**src/rtl/wbu.sv**
```systemverilog
// -----------------------------------------------------------------------------
// wbu - write-back unit of the single-issue core.
//
// Sits directly after the load/store unit. Holds one instruction in a single
// register slot, picks its write-back value at capture time, and retires it
// on the following cycle. Retirement drives the register-file write port, the
// commit trace (valid + pc), a 64-bit retired-instruction counter, and a
// sticky halt flag raised when an ebreak retires.
//
// Ports
//   i_clk, i_rst        clock (rising edge), asynchronous active-high reset
//   i_pre_valid         upstream has an instruction
//   o_pre_ready         this stage can take an instruction this cycle
//   i_pc, i_rdid,
//   i_rdwen, i_ebreak   instruction attributes captured on accept
//   i_src_sel           write-back source: 00 exu, 01 load, 10 pc+4, 11 csr
//   i_exu_res, i_lsu_ld,
//   i_csr_rdata         candidate write-back values
//   o_rf_wen/waddr/wdata register-file write port
//   o_busy_rd           rd of the pending write (0 if none), for hazard logic
//   o_commit_valid      an instruction retires this cycle
//   o_commit_pc         pc of the most recently retired instruction
//   o_retired           retired-instruction count (wraps)
//   o_halt              sticky; set once an ebreak retires, cleared by reset
// -----------------------------------------------------------------------------
module wbu #(
  parameter int unsigned    CPU_WIDTH = 32,
  parameter int unsigned    REG_AW    = 5,
  parameter logic [CPU_WIDTH-1:0] RESET_PC = 32'h8000_0000
) (
  input  logic                 i_clk,
  input  logic                 i_rst,

  input  logic                 i_pre_valid,
  output logic                 o_pre_ready,
  input  logic [CPU_WIDTH-1:0] i_pc,
  input  logic [REG_AW-1:0]    i_rdid,
  input  logic                 i_rdwen,
  input  logic [1:0]           i_src_sel,
  input  logic [CPU_WIDTH-1:0] i_exu_res,
  input  logic [CPU_WIDTH-1:0] i_lsu_ld,
  input  logic [CPU_WIDTH-1:0] i_csr_rdata,
  input  logic                 i_ebreak,

  output logic                 o_rf_wen,
  output logic [REG_AW-1:0]    o_rf_waddr,
  output logic [CPU_WIDTH-1:0] o_rf_wdata,
  output logic [REG_AW-1:0]    o_busy_rd,

  output logic                 o_commit_valid,
  output logic [CPU_WIDTH-1:0] o_commit_pc,
  output logic [63:0]          o_retired,
  output logic                 o_halt
);

  localparam logic [1:0] SRC_EXU = 2'b00;
  localparam logic [1:0] SRC_LD  = 2'b01;
  localparam logic [1:0] SRC_PC4 = 2'b10;
  localparam logic [1:0] SRC_CSR = 2'b11;

  // Held entry
  logic                 valid_q;
  logic [CPU_WIDTH-1:0] pc_q;
  logic [REG_AW-1:0]    rdid_q;
  logic                 rdwen_q;
  logic                 ebreak_q;
  logic [CPU_WIDTH-1:0] wdata_q;

  // Architectural side state
  logic [CPU_WIDTH-1:0] commit_pc_q;
  logic [63:0]          retired_q;
  logic                 halt_q;

  logic                 accept;
  logic                 commit;
  logic [CPU_WIDTH-1:0] wdata_sel;

  // Retire whatever is held unless halted; a halted core freezes its slot.
  assign commit      = valid_q & ~halt_q;
  // Slot frees up in the same cycle it retires, so back-to-back accepts
  // sustain one instruction per cycle.
  assign o_pre_ready = ~halt_q & (~valid_q | commit);
  assign accept      = i_pre_valid & o_pre_ready;

  // Source selection happens at capture so the register-file port sees a
  // value that is already registered.
  // NOTE: every always_comb output gets a value on every path (default first)
  // so no latch is inferred.
  always_comb begin
    wdata_sel = i_exu_res;
    unique case (i_src_sel)
      SRC_EXU: wdata_sel = i_exu_res;
      SRC_LD:  wdata_sel = i_lsu_ld;
      SRC_PC4: wdata_sel = i_pc + CPU_WIDTH'(4);  // wraps at 2^CPU_WIDTH
      SRC_CSR: wdata_sel = i_csr_rdata;
      default: wdata_sel = i_exu_res;
    endcase
  end

  // Held entry: fields load only on accept; valid drops after a retire that
  // is not refilled in the same cycle.
  // NOTE: sequential state uses non-blocking assignments so every register
  // samples pre-edge values regardless of statement order.
  always_ff @(posedge i_clk or posedge i_rst) begin
    if (i_rst) begin
      valid_q  <= 1'b0;
      pc_q     <= '0;
      rdid_q   <= '0;
      rdwen_q  <= 1'b0;
      ebreak_q <= 1'b0;
      wdata_q  <= '0;
    end else begin
      if (accept) begin
        valid_q  <= 1'b1;
        pc_q     <= i_pc;
        rdid_q   <= i_rdid;
        rdwen_q  <= i_rdwen;
        ebreak_q <= i_ebreak;
        wdata_q  <= wdata_sel;
      end else if (commit) begin
        valid_q  <= 1'b0;
      end
    end
  end

  // Retirement bookkeeping. The ebreak itself counts as retired; from the
  // next cycle on the halt blocks both accept and commit.
  always_ff @(posedge i_clk or posedge i_rst) begin
    if (i_rst) begin
      commit_pc_q <= RESET_PC;
      retired_q   <= '0;
      halt_q      <= 1'b0;
    end else if (commit) begin
      commit_pc_q <= pc_q;
      retired_q   <= retired_q + 64'd1;  // wraps 2^64-1 -> 0
      if (ebreak_q) halt_q <= 1'b1;
    end
  end

  // Writes to x0 are dropped at the port, but the instruction still retires.
  assign o_commit_valid = commit;
  assign o_rf_wen       = commit & rdwen_q & (rdid_q != '0);
  assign o_rf_waddr     = rdid_q;
  assign o_rf_wdata     = wdata_q;
  assign o_busy_rd      = (valid_q & rdwen_q & ~halt_q) ? rdid_q : '0;

  assign o_commit_pc    = commit_pc_q;
  assign o_retired      = retired_q;
  assign o_halt         = halt_q;

endmodule
```
**config.mk**
```make
export PLATFORM = sky130hd
export DESIGN_NAME = wbu
export DESIGN_NICKNAME = d
export VERILOG_FILES = /design/src/rtl/wbu.sv
export SDC_FILE = /design/constraint.sdc
export NUM_CORES = 1
export LEC_CHECK = 0
export ABC_AREA = 1
export BUFFER_PORTS_ARGS = -buffer_cell sky130_fd_sc_hd__buf_4
export CORE_ASPECT_RATIO = 0.7
export CORE_MARGIN = 4
export CORE_UTILIZATION = 35
export CTS_BUF_LIST = sky130_fd_sc_hd__clkbuf_2
export CTS_CLUSTER_DIAMETER = 120
export CTS_CLUSTER_SIZE = 16
export DETAILED_ROUTE_END_ITERATION = 16
export HOLD_SLACK_MARGIN = 0.05
export PLACE_DENSITY = 0.69
export RECOVER_POWER = 50
export SLEW_MARGIN = 20
export SYNTH_ARGS = -nofsm -noshare
export SYNTH_HDL_FRONTEND = slang
export SYNTH_SLANG_ARGS = --single-unit
export TNS_END_PERCENT = 50
```
**constraint.sdc**
```tcl
create_clock -name i_clk -period 6.1 [get_ports i_clk]
set_clock_uncertainty 0.05 [all_clocks]
set_input_delay 1.22 -clock i_clk [delete_from_list [all_inputs] [get_ports i_clk]]
set_output_delay 1.22 -clock i_clk [all_outputs]
set_load 0.05 [all_outputs]
```
==> impl_metrics.tcl, run 1 <==
set metrics [dict create \
    ctsHoldBuffers 0 \
    drv_slew 74 \
    final_cell_mix "541 x nand2_1, 284 x buf_4, 186 x nor2_1, 168 x dfrtp_1, 118 x inv_1" \
    fin_crit_ns 3.86 \
    die_w_um 203 \
    crit_path_end_kind "output pin" \
    r2r-start "o_halt$_DFFE_PP0P_" \
    synth_area_sq_um 9310 \
    die_h_um 144 \
    hold_depth 2 \
    hold_path_class "flip-flop to flip-flop" \
    grt.total_usage_pct 22.8 \
    htree_num_levels 4 \
    syn_inst 1321 \
    viasPerCell 4.81 \
    synth_warnings 0 \
    io_pins 282 \
    path_cells "inv_1 -> nand2_2 -> buf_4 -> inv_1 -> buf_4 -> buf_4" \
    drtAntennaViolNets 0 \
    cp_common_cell "buf_4" \
    routabilityCongestion 0.947 \
    start_kind "flip-flop" \
    violations "max-capacitance violations, max-slew violations" \
    worst-path-max-fanout 41 \
    areaGrowthSynthToFinish_pct 28.7 \
    leakagePower_nw 6.22 \
    p_per_area_nw_per_um2 331 \
    drt-initial-drc-count 855 \
    cp_num_buf_inv 5 \
    whs_endpoint "o_commit_pc[2]$_DFFE_PP0P_" \
    fin_ws_ns 2.24 \
    postSynthAreaPerCell_sq_um 7.04 \
    cts-resized-gates 0 \
    slowest_stage "dfrtp_1" \
    numCtsBuffers 17 \
    status "finished, violations left" \
    met1_usage_pct 33.1 \
    reg2reg_to "o_retired[59]$_DFFE_PP0P_" \
    criticalPathCategory "flip-flop to output pin" \
    max_freq_mhz 259 \
    place_ws_ns 3.15 \
    num_vias 9443 \
    avgRoutedWirePerCell_um 17.2 \
    rrSetupSlack_ns 3.36 \
    yosysSeqAreaShare_pct 45.5 \
    grt_max_degree 121 \
    worst_slew_pin_slew_ns 3.26 \
    arrival_ns 2.59 \
    use_met3_pct 5.65 \
    drc 0 \
    initial_utilization_pct 35.9 \
    rsz0062_at_grt "false" \
    setup-violations-final 0 \
    max_stage_delay_ns 0.46 \
    drv_cap 1 \
    clk_latency_ns 0.77 \
    antenna_found_initial 2 \
    cts_sinks 169 \
    relSlewSlack_pct -118 \
    cts_tree "yes" \
    ys_ff_latch 169 \
    min-delay-start "pc_q[2]$_DFFE_PP0P_" \
    wl_um 33800 \
    grt_pass1_wl_um 52000 \
    hold_viol 0 \
    die_area_sq_um 29300 \
    drt_first_pass_iters 5 \
    layout_commonest_cell "nand2_1" \
    power_mw 3.97 \
    core_area_sq_um 25900 \
    cts_setup_buffers 0 \
    post-route-period-util_pct 63.4 \
    dp_hpwl_um 27200 \
    grt_busiest_layer "met2" \
    place_area_sq_um 11800 \
    clkTransAtPathRegs_ns 0.28 \
    worstPathRequired_ns 4.83 \
    max-vdd-ir-drop_mv 0.259 \
    grt_pass1_vias 9042 \
    rr_worst_depth 12 \
    clock_path_buffers 2 \
    yosysUniqueCellTypes 33 \
    grt_overflow_total 0 \
    clockRootBuffer "clkbuf_2" \
    synth_nets 1463 \
    tns_ns 0 \
    grtUsageMet2_pct 35.0 \
    num_rows 49 \
    drive_gt1_share_pct 21.6 \
    crit_family "buffers and inverters" \
    numPortBuffers 281 \
    fin_area_sq_um 12000 \
    fin_nets 1733 \
]
==> worst max path at each step <==
stage / startpoint / endpoint / slack (ns) / cells after the start
2_1_floorplan: i_rst / ebreak_q$_DFFE_PP0P_ / 0.26 / 1
3_3_place_gp: o_halt$_DFFE_PP0P_ / o_commit_valid / 3.19 / 6
3_5_place_dp: o_halt$_DFFE_PP0P_ / o_commit_valid / 3.15 / 6
4_1_cts: o_halt$_DFFE_PP0P_ / o_commit_valid / 2.22 / 6
5_1_grt: i_rst / o_commit_pc[0]$_DFFE_PP0P_ / 1.65 / 3
6_report: o_halt$_DFFE_PP0P_ / o_commit_valid / 2.24 / 6
==> Yosys cell counts <==
cell type	count	area share [%]
dfrtp_1	168	45
and2_1	3	0.20
nand4_1	23	1.5
nand2_2	4	0.27
o21ai_1	1	0.054
buf_1	8	0.32
a21oi_1	5	0.27
a31o_2	2	0.19
xnor2_1	23	2.2
xor2_1	18	1.7
inv_1	117	4.7
nand2_1	541	22
nor3_2	1	0.11
nor2_4	6	0.73
o21ai_0	60	3.2
nor2_1	183	7.4
nand3_2	3	0.32
nand3_4	1	0.19
buf_2	3	0.16
nand3_1	66	3.5
nor2_2	13	0.87
o21bai_1	1	0.081
dfstp_2	1	0.28
ha_1	2	0.27
a31oi_1	1	0.067
o22ai_1	1	0.067
nand3b_1	4	0.32
a41oi_1	1	0.094
clkbuf_1	25	1.0
inv_2	3	0.12
a221oi_1	23	2.2
nor3_1	8	0.43
nor4_1	2	0.13
==> where the power goes <==
group | internal [mW] | leakage (nW) | switching, mW
Sequential | 1.44 | 2.20 | 0.219
Clock | 0.160 | 0.133 | 0.445
Combinational | 0.502 | 3.88 | 1.20
Total | 2.11 | 6.22 | 1.86
==> stage by stage <==
stage	cells	util, %	hold slack, ns
floorplan	1321	-	0.392
global placement	1929	45.4	0.402
detailed placement	1929	45.4	0.401
CTS	1961	46.3	0.409
global route	1962	46.2	0.456
finish	1962	46.2	0.431
==> logic make-up after synthesis <==
family / Yosys count / share of synthesized area (%)
compound gates: 95 / 6.21
xor+xnor: 41 / 3.86
fa+ha+maj: 2 / 0.269
buf+inv: 156 / 6.33
flops: 169 / 45.5
simple gates: 858 / 37.9
==> flip-flops by register name (all words and copies together) (netlist names) <==
name / cells
o_retired: 64
o_commit_pc: 32
o_rf_wdata: 32
pc_q: 32
o_rf_waddr: 5
ebreak_q: 1
o_halt: 1
rdwen_q: 1
valid_q: 1
==> layer usage <==
layer	wire [um]	up-vias
li1	-	4696
met1	15900	4357
met2	14700	359
met3	2670	29
met4	487	2
met5	20	-
==> layout make-up <==
| class | count | area [sq um] |
|---|---|---|
| clock buffer | 18 | 90.1 |
| antenna | 1 | 2.50 |
| tap | 357 | 447 |
| multi-input combinational | 996 | 4460 |
| clock inverter | 14 | 140 |
| sequential | 169 | 4230 |
| inverter | 120 | 452 |
| timing repair buffer | 287 | 2160 |
| fill | 2659 | 14000 |
==> worst reg2reg max path, delay by kind of cell (launching register included) <==
family	cells	cell delay [ns]
buf+inv	4	0.99
flops	1	0.46
simple gates	8	1.14
(Power assumes the default switching activity.)
==> run 2, diff against run 1 <==
- PLACE_DENSITY: 0.69 -> 0.67
- clock period: 6.1 -> 3.7 ns (I/O delays scaled with it)
==> run 2 against run 1 <==
Compared with the run above:
- the run still ends with max-capacitance violations, max-slew violations left
- register-to-register slack got worse by 2.9 ns
- sequential power rose by 67%
- largest power group unchanged
- non-clock buffer count rose by 5
- first-iteration DRC count fell by 17%
- final area rose by 0.42%
- critical endpoint is now o_retired[47]$_DFFE_PP0P_
- utilization rose by 0.19 points
- count of clock-buffer cells in the layout fell by 1
- via count fell by 0.57%
==> impl_metrics.tcl, run 2 (same netlist as run 1, synthesis figures left out) <==
set metrics [dict create \
    violations "max-capacitance violations, max-slew violations" \
    dr_wl_met2_um 14200 \
    fin_crit_ns 3.28 \
    initial_utilization_pct 35.9 \
    fin_nets 1738 \
    max_freq_mhz 305 \
    grt_overflow_total 0 \
    avgRoutedWirePerCell_um 17.0 \
    max-vdd-ir-drop_mv 0.460 \
    hold_viol 0 \
    dp_hpwl_um 26900 \
    die_w_um 203 \
    wl_um 33500 \
    grt_pass1_vias 8852 \
    post-route-period-util_pct 88.6 \
    n_fill_cell 2678 \
    htree_num_levels 4 \
    clk_latency_ns 0.78 \
    grt_pass1_wl_um 51000 \
    numPortBuffers 281 \
    final_cell_mix "542 x nand2_1, 283 x buf_4, 186 x nor2_1, 168 x dfrtp_1, 118 x inv_1" \
    io_pins 282 \
    relSlewSlack_pct -55.2 \
    status "finished, violations left" \
    core_area_sq_um 25900 \
    die_area_sq_um 29300 \
    cts_tree "yes" \
    worst_slew_pin_slew_ns 2.33 \
    die_h_um 144 \
    drc 0 \
    maxUsedRoutingLayer "met4" \
    rr_worst_depth 10 \
    routabilityCongestion 0.931 \
    grt.total_usage_pct 22.4 \
    num_vias 9389 \
    tns_ns 0 \
    wl_met1_um 16500 \
    viasPerCell 4.77 \
    p_per_area_nw_per_um2 551 \
    drv_cap 4 \
    drv_slew 213 \
    setup-violations-final 0 \
    cts_sinks 169 \
    holdWs_ns 0.128 \
    clockRootBuffer "clkbuf_2" \
    largest_reg_flops 64 \
    layout_commonest_cell "nand2_1" \
    start_kind "flip-flop" \
    hold_depth 3 \
    worst-path-max-fanout 40 \
    rsz0062_at_grt "false" \
    areaGrowthSynthToFinish_pct 29.2 \
    arrival_ns 3.92 \
    criticalPathCategory "flip-flop to flip-flop" \
    clkTransAtPathRegs_ns 0.26 \
    drive_gt1_share_pct 21.3 \
    grt_max_degree 92 \
    antenna_found_initial 1 \
    drt-initial-drc-count 710 \
    leakagePower_nw 6.23 \
    num_rows 49 \
    numCtsBuffers 17 \
    hold_path_class "input port to flip-flop" \
    drtAntennaViolNets 0 \
    worstPathRequired_ns 4.34 \
    dr_wl_met3_um 2290 \
    crit_path_end_kind "flip-flop" \
    clock_path_buffers 2 \
    rrSetupSlack_ns 0.42 \
    drt_first_pass_iters 5 \
]
-- run 2: cell types whose count changed in the layout (fill, tap and decap cells not counted), sizes merged --
cell and delta:
dlygate4sd3 +3, buf -2, clkbuf +2, bufinv +1, clkdlybuf4s25 +1, clkinv -1
inv +1
-- run 2: timing repair --
item / CTS / global route
endpoints found under the hold margin: 127 / 1
gates resized for setup: 0 / 0
setup buffers: 0 / 0
endpoints found under the setup margin: 0 / 0
hold buffers: 2 / 1
-- run 2: final timing paths --
path	startpoint	endpoint
setup / recovery	o_halt$_DFFE_PP0P_	o_retired[47]$_DFFE_PP0P_
hold / removal	i_rdid[1]	o_rf_waddr[1]$_DFFE_PP0P_
setup reg to reg	o_halt$_DFFE_PP0P_	o_retired[47]$_DFFE_PP0P_
hold reg to reg	pc_q[29]$_DFFE_PP0P_	o_commit_pc[29]$_DFFE_PP0P_
max in group asynchronous	i_rst	o_rf_wdata[5]$_DFFE_PP0P_
min in group asynchronous	i_rst	pc_q[31]$_DFFE_PP0P_
-- run 2: layout make-up --
type	count	area, sq um	area share [%]
antenna	1	2.50	0.0208
clock buffer	17	85.1	0.707
clock inverter	15	165	1.37
inverter	120	452	3.76
multi-input combinational	996	4460	37.1
sequential	169	4230	35.2
tap	357	447	3.71
timing repair buffer	292	2190	18.2
-- run 2: per-stage QoR --
stage | setup WS (ns) | util [%] | cells | total power [mW] | instance area (sq um)
floorplan | 0.756 | - | 1321 | 4.52 | 9310
global placement | 1.09 | 45.6 | 1931 | 5.59 | 11800
finish | 0.423 | 46.4 | 1967 | 6.62 | 12000
CTS | 0.421 | 46.6 | 1965 | 6.69 | 12100
global route | 0.165 | 46.4 | 1967 | 6.97 | 12000
detailed placement | 1.04 | 45.6 | 1931 | 5.61 | 11800
-- run 2: power breakdown --
| group | switching (mW) | total (mW) | internal [mW] |
|---|---|---|---|
| Sequential | 0.389 | 2.77 | 2.38 |
| Combinational | 1.95 | 2.78 | 0.828 |
| Clock | 0.748 | 1.08 | 0.327 |
| Total | 3.09 | 6.62 | 3.54 |
-- run 2: worst max-delay path: stages (launching register included) --
cell and delay [ns]:
dfrtp_1 0.43, inv_1 0.10, nand2_1 0.10, clkbuf_1 1.38, nor2_1 0.37, nand2_2 0.26, inv_1 0.10, nand4_1 0.15
nor2_1 0.12, nand2_1 0.08, nand2_1 0.05
-- run 2: metal layers --
layer	up-vias	track usage, %
met5	-	0
met3	25	5.16
met4	0	5.14
li1	4691	-
met1	4332	33.5
met2	341	33.3
==> run 3, diff against run 2 <==
- ABC_AREA: 1 -> unset
- PLACE_DENSITY: 0.67 -> 0.68
- SLEW_MARGIN: 20 -> 10
==> run 3 against run 2 <==
Compared with the run above:
- the run still ends with max-capacitance violations, max-slew violations left
- synthesized cell count shrank 37%
- area after synthesis shrank 11%
- via count shrank 24%
- largest cell class is now flip-flops and latches
- final area shrank 7.7%
- critical endpoint is now o_rf_wdata[11]$_DFFE_PP0P_
- largest power group unchanged
- setup slack gained 0.22 ns
- global-route usage shrank 3.9 points
==> impl_metrics.tcl, run 3 <==
set metrics [dict create \
    p_int_mw 3.80 \
    synth_top_area_cell "dfrtp_1" \
    worstPathRequired_ns 4.33 \
    grt_pass1_wl_um 38500 \
    fin_nets 1246 \
    syn_inst 826 \
    relSlewSlack_pct -53.2 \
    worst-path-max-fanout 26 \
    hold_path_class "input port to flip-flop" \
    cts_sinks 169 \
    grt_overflow_total 0 \
    drv_slew 230 \
    io_pins 282 \
    num_vias 7148 \
    p_comb_share_pct 42.9 \
    synth_area_sq_um 8330 \
    numCtsBuffers 17 \
    holdWs_ns 0.170 \
    setup-violations-final 0 \
    crit_family "simple AND/OR/NAND/NOR gates" \
    yosysMostFrequentCell "nand2_1" \
    drc 0 \
    clkTransAtPathRegs_ns 0.23 \
    ctsHoldBuffers 10 \
    drt_first_pass_iters 6 \
    worst_slew_pin_slew_ns 2.30 \
    drv_cap 3 \
    final_cell_mix "283 x buf_4, 173 x nand2_1, 168 x dfrtp_1, 48 x xnor2_1, 43 x mux2_2" \
    core_area_sq_um 23000 \
    areaGrowthSynthToFinish_pct 33.2 \
    dp_hpwl_um 18400 \
    ys.flop_type "dfrtp_1" \
    ys_ff_latch 169 \
    synth_warnings 0 \
    clkPwrFrac_pct 16.7 \
    n_antenna_cell 0 \
    fin_area_sq_um 11100 \
    routabilityCongestion 0.869 \
    numPortBuffers 281 \
    post-route-period-util_pct 82.7 \
    fin_ws_ns 0.640 \
    netlist.area_leader.share_pct 50.5 \
    htree_num_levels 4 \
    hold_viol 0 \
    start_kind "flip-flop" \
    layout_commonest_cell "buf_4" \
    viasPerCell 5.00 \
    yosysSeqAreaShare_pct 50.8 \
    max_stage_delay_ns 1.43 \
    cp_num_buf_inv 0 \
    grt.total_usage_pct 18.6 \
    wl_um 24500 \
    grt_pass1_vias 7068 \
    status "finished, violations left" \
    tns_ns 0 \
    postSynthAreaPerCell_sq_um 10.1 \
    arrival_ns 3.69 \
    grt_max_degree 170 \
    synth_edf_count 0 \
    path_cells "nor2b_1 -> nand2_1 -> o221ai_1 -> o21a_1" \
    max-vdd-ir-drop_mv 0.528 \
    switchingPower_mw 3.00 \
    yosysUniqueCellTypes 49 \
    cts_tree "yes" \
    cts_setup_buffers 0 \
    synth_common_cells "173 x nand2_1, 168 x dfrtp_1, 48 x xnor2_1" \
    initial_utilization_pct 36.2 \
    largest_reg_flops 64 \
    die_h_um 137 \
    rsz0062_at_grt "false" \
    slowest_stage "nor2b_1" \
    drt-initial-drc-count 345 \
    drive_gt1_share_pct 34.7 \
    clk_latency_ns 0.74 \
    clockRootBuffer "clkbuf_2" \
    avgRoutedWirePerCell_um 17.2 \
    antenna_found_initial 0 \
    synth_async_sr_flop_share_pct 100 \
    die_w_um 192 \
    num_rows 46 \
    violations "max-capacitance violations, max-slew violations" \
    die_area_sq_um 26400 \
    drtAntennaViolNets 0 \
    synth_nets 968 \
    clock_path_buffers 2 \
    p_per_area_nw_per_um2 613 \
    place_area_sq_um 10700 \
    switching_share_pct 44.1 \
    power_frac_seq_pct 40.4 \
    leakagePower_nw 5.41 \
    max_freq_mhz 327 \
    place_ws_ns 0.982 \
    fin_crit_ns 3.06 \
    cts-resized-gates 0 \
    criticalPathCategory "flip-flop to flip-flop" \
    crit_path_end_kind "flip-flop" \
    yosys-top-cells-area "dfrtp_1 50%, nand2_1 7.8%, mux2_2 5.8%" \
]
run 3: worst register-to-register path, stage by stage, from the launching register on:
cell	delay, ns
dfrtp_1	0.54
nor2b_1	1.43
nand2_1	0.53
o221ai_1	0.32
o21a_1	0.15
run 3: final timing paths:
check / slack (ns) / startpoint / to / cells after the start
setup / recovery: 0.64 / o_halt$_DFFE_PP0P_ / o_rf_wdata[11]$_DFFE_PP0P_ / 4
hold / removal: 0.17 / i_exu_res[11] / o_rf_wdata[11]$_DFFE_PP0P_ / 2
setup reg to reg: 0.64 / o_halt$_DFFE_PP0P_ / o_rf_wdata[11]$_DFFE_PP0P_ / 4
hold reg to reg: 0.44 / o_retired[63]$_DFFE_PP0P_ / o_retired[63]$_DFFE_PP0P_ / 1
max in group asynchronous: 1.41 / i_rst / o_retired[27]$_DFFE_PP0P_ / 3
min in group asynchronous: 0.76 / i_rst / o_rf_wdata[0]$_DFFE_PP0P_ / 3
run 3: through the flow:
stage               power (mW)  std cells  utilization (%)
floorplan                 4.65        826                -
global placement          5.69       1386             46.7
detailed placement        5.72       1386             46.7
CTS                       6.88       1428             48.3
global route              7.19       1429             48.2
finish                    6.80       1429             48.2
run 3: area by class of cell:
type,instances,area [sq um]
fill,2204,11900
sequential,169,4230
multi-input combinational,589,3820
timing repair buffer,299,2260
tap,312,390
clock inverter,14,193
inverter,28,106
clock buffer,18,90.1
run 3: logic make-up (layout without fill, tap and decap cells):
group	Yosys count	in the layout	synth area share (%)
flops	169	169	50.8
compound gates	104	104	7.54
fa+ha+maj	2	2	0.300
buf+inv	68	359	3.32
mux	56	56	8.43
xor+xnor	82	82	8.62
simple gates	345	345	21.0
run 3: power by group through the flow:
stage / Combinational (mW) / Clock [mW] / Sequential, mW
final: 2.91 / 1.14 / 2.75
after global routing: 3.10 / 1.27 / 2.82
after CTS: 2.95 / 1.18 / 2.74
after detailed placement: 2.95 / 0 / 2.78
after global placement: 2.91 / 0 / 2.77
after floorplan: 0.611 / 0 / 4.04
run 3: per-layer routing:
| layer | global-route usage, % | share of wire (%) | vias up |
|---|---|---|---|
| met2 | 28.9 | 45 | 225 |
| met5 | 0 | 0 | - |
| met3 | 6.53 | 8.8 | 17 |
| met1 | 25.3 | 45 | 3473 |
| li1 | - | - | 3433 |
| met4 | 3.96 | 1.2 | 0 |
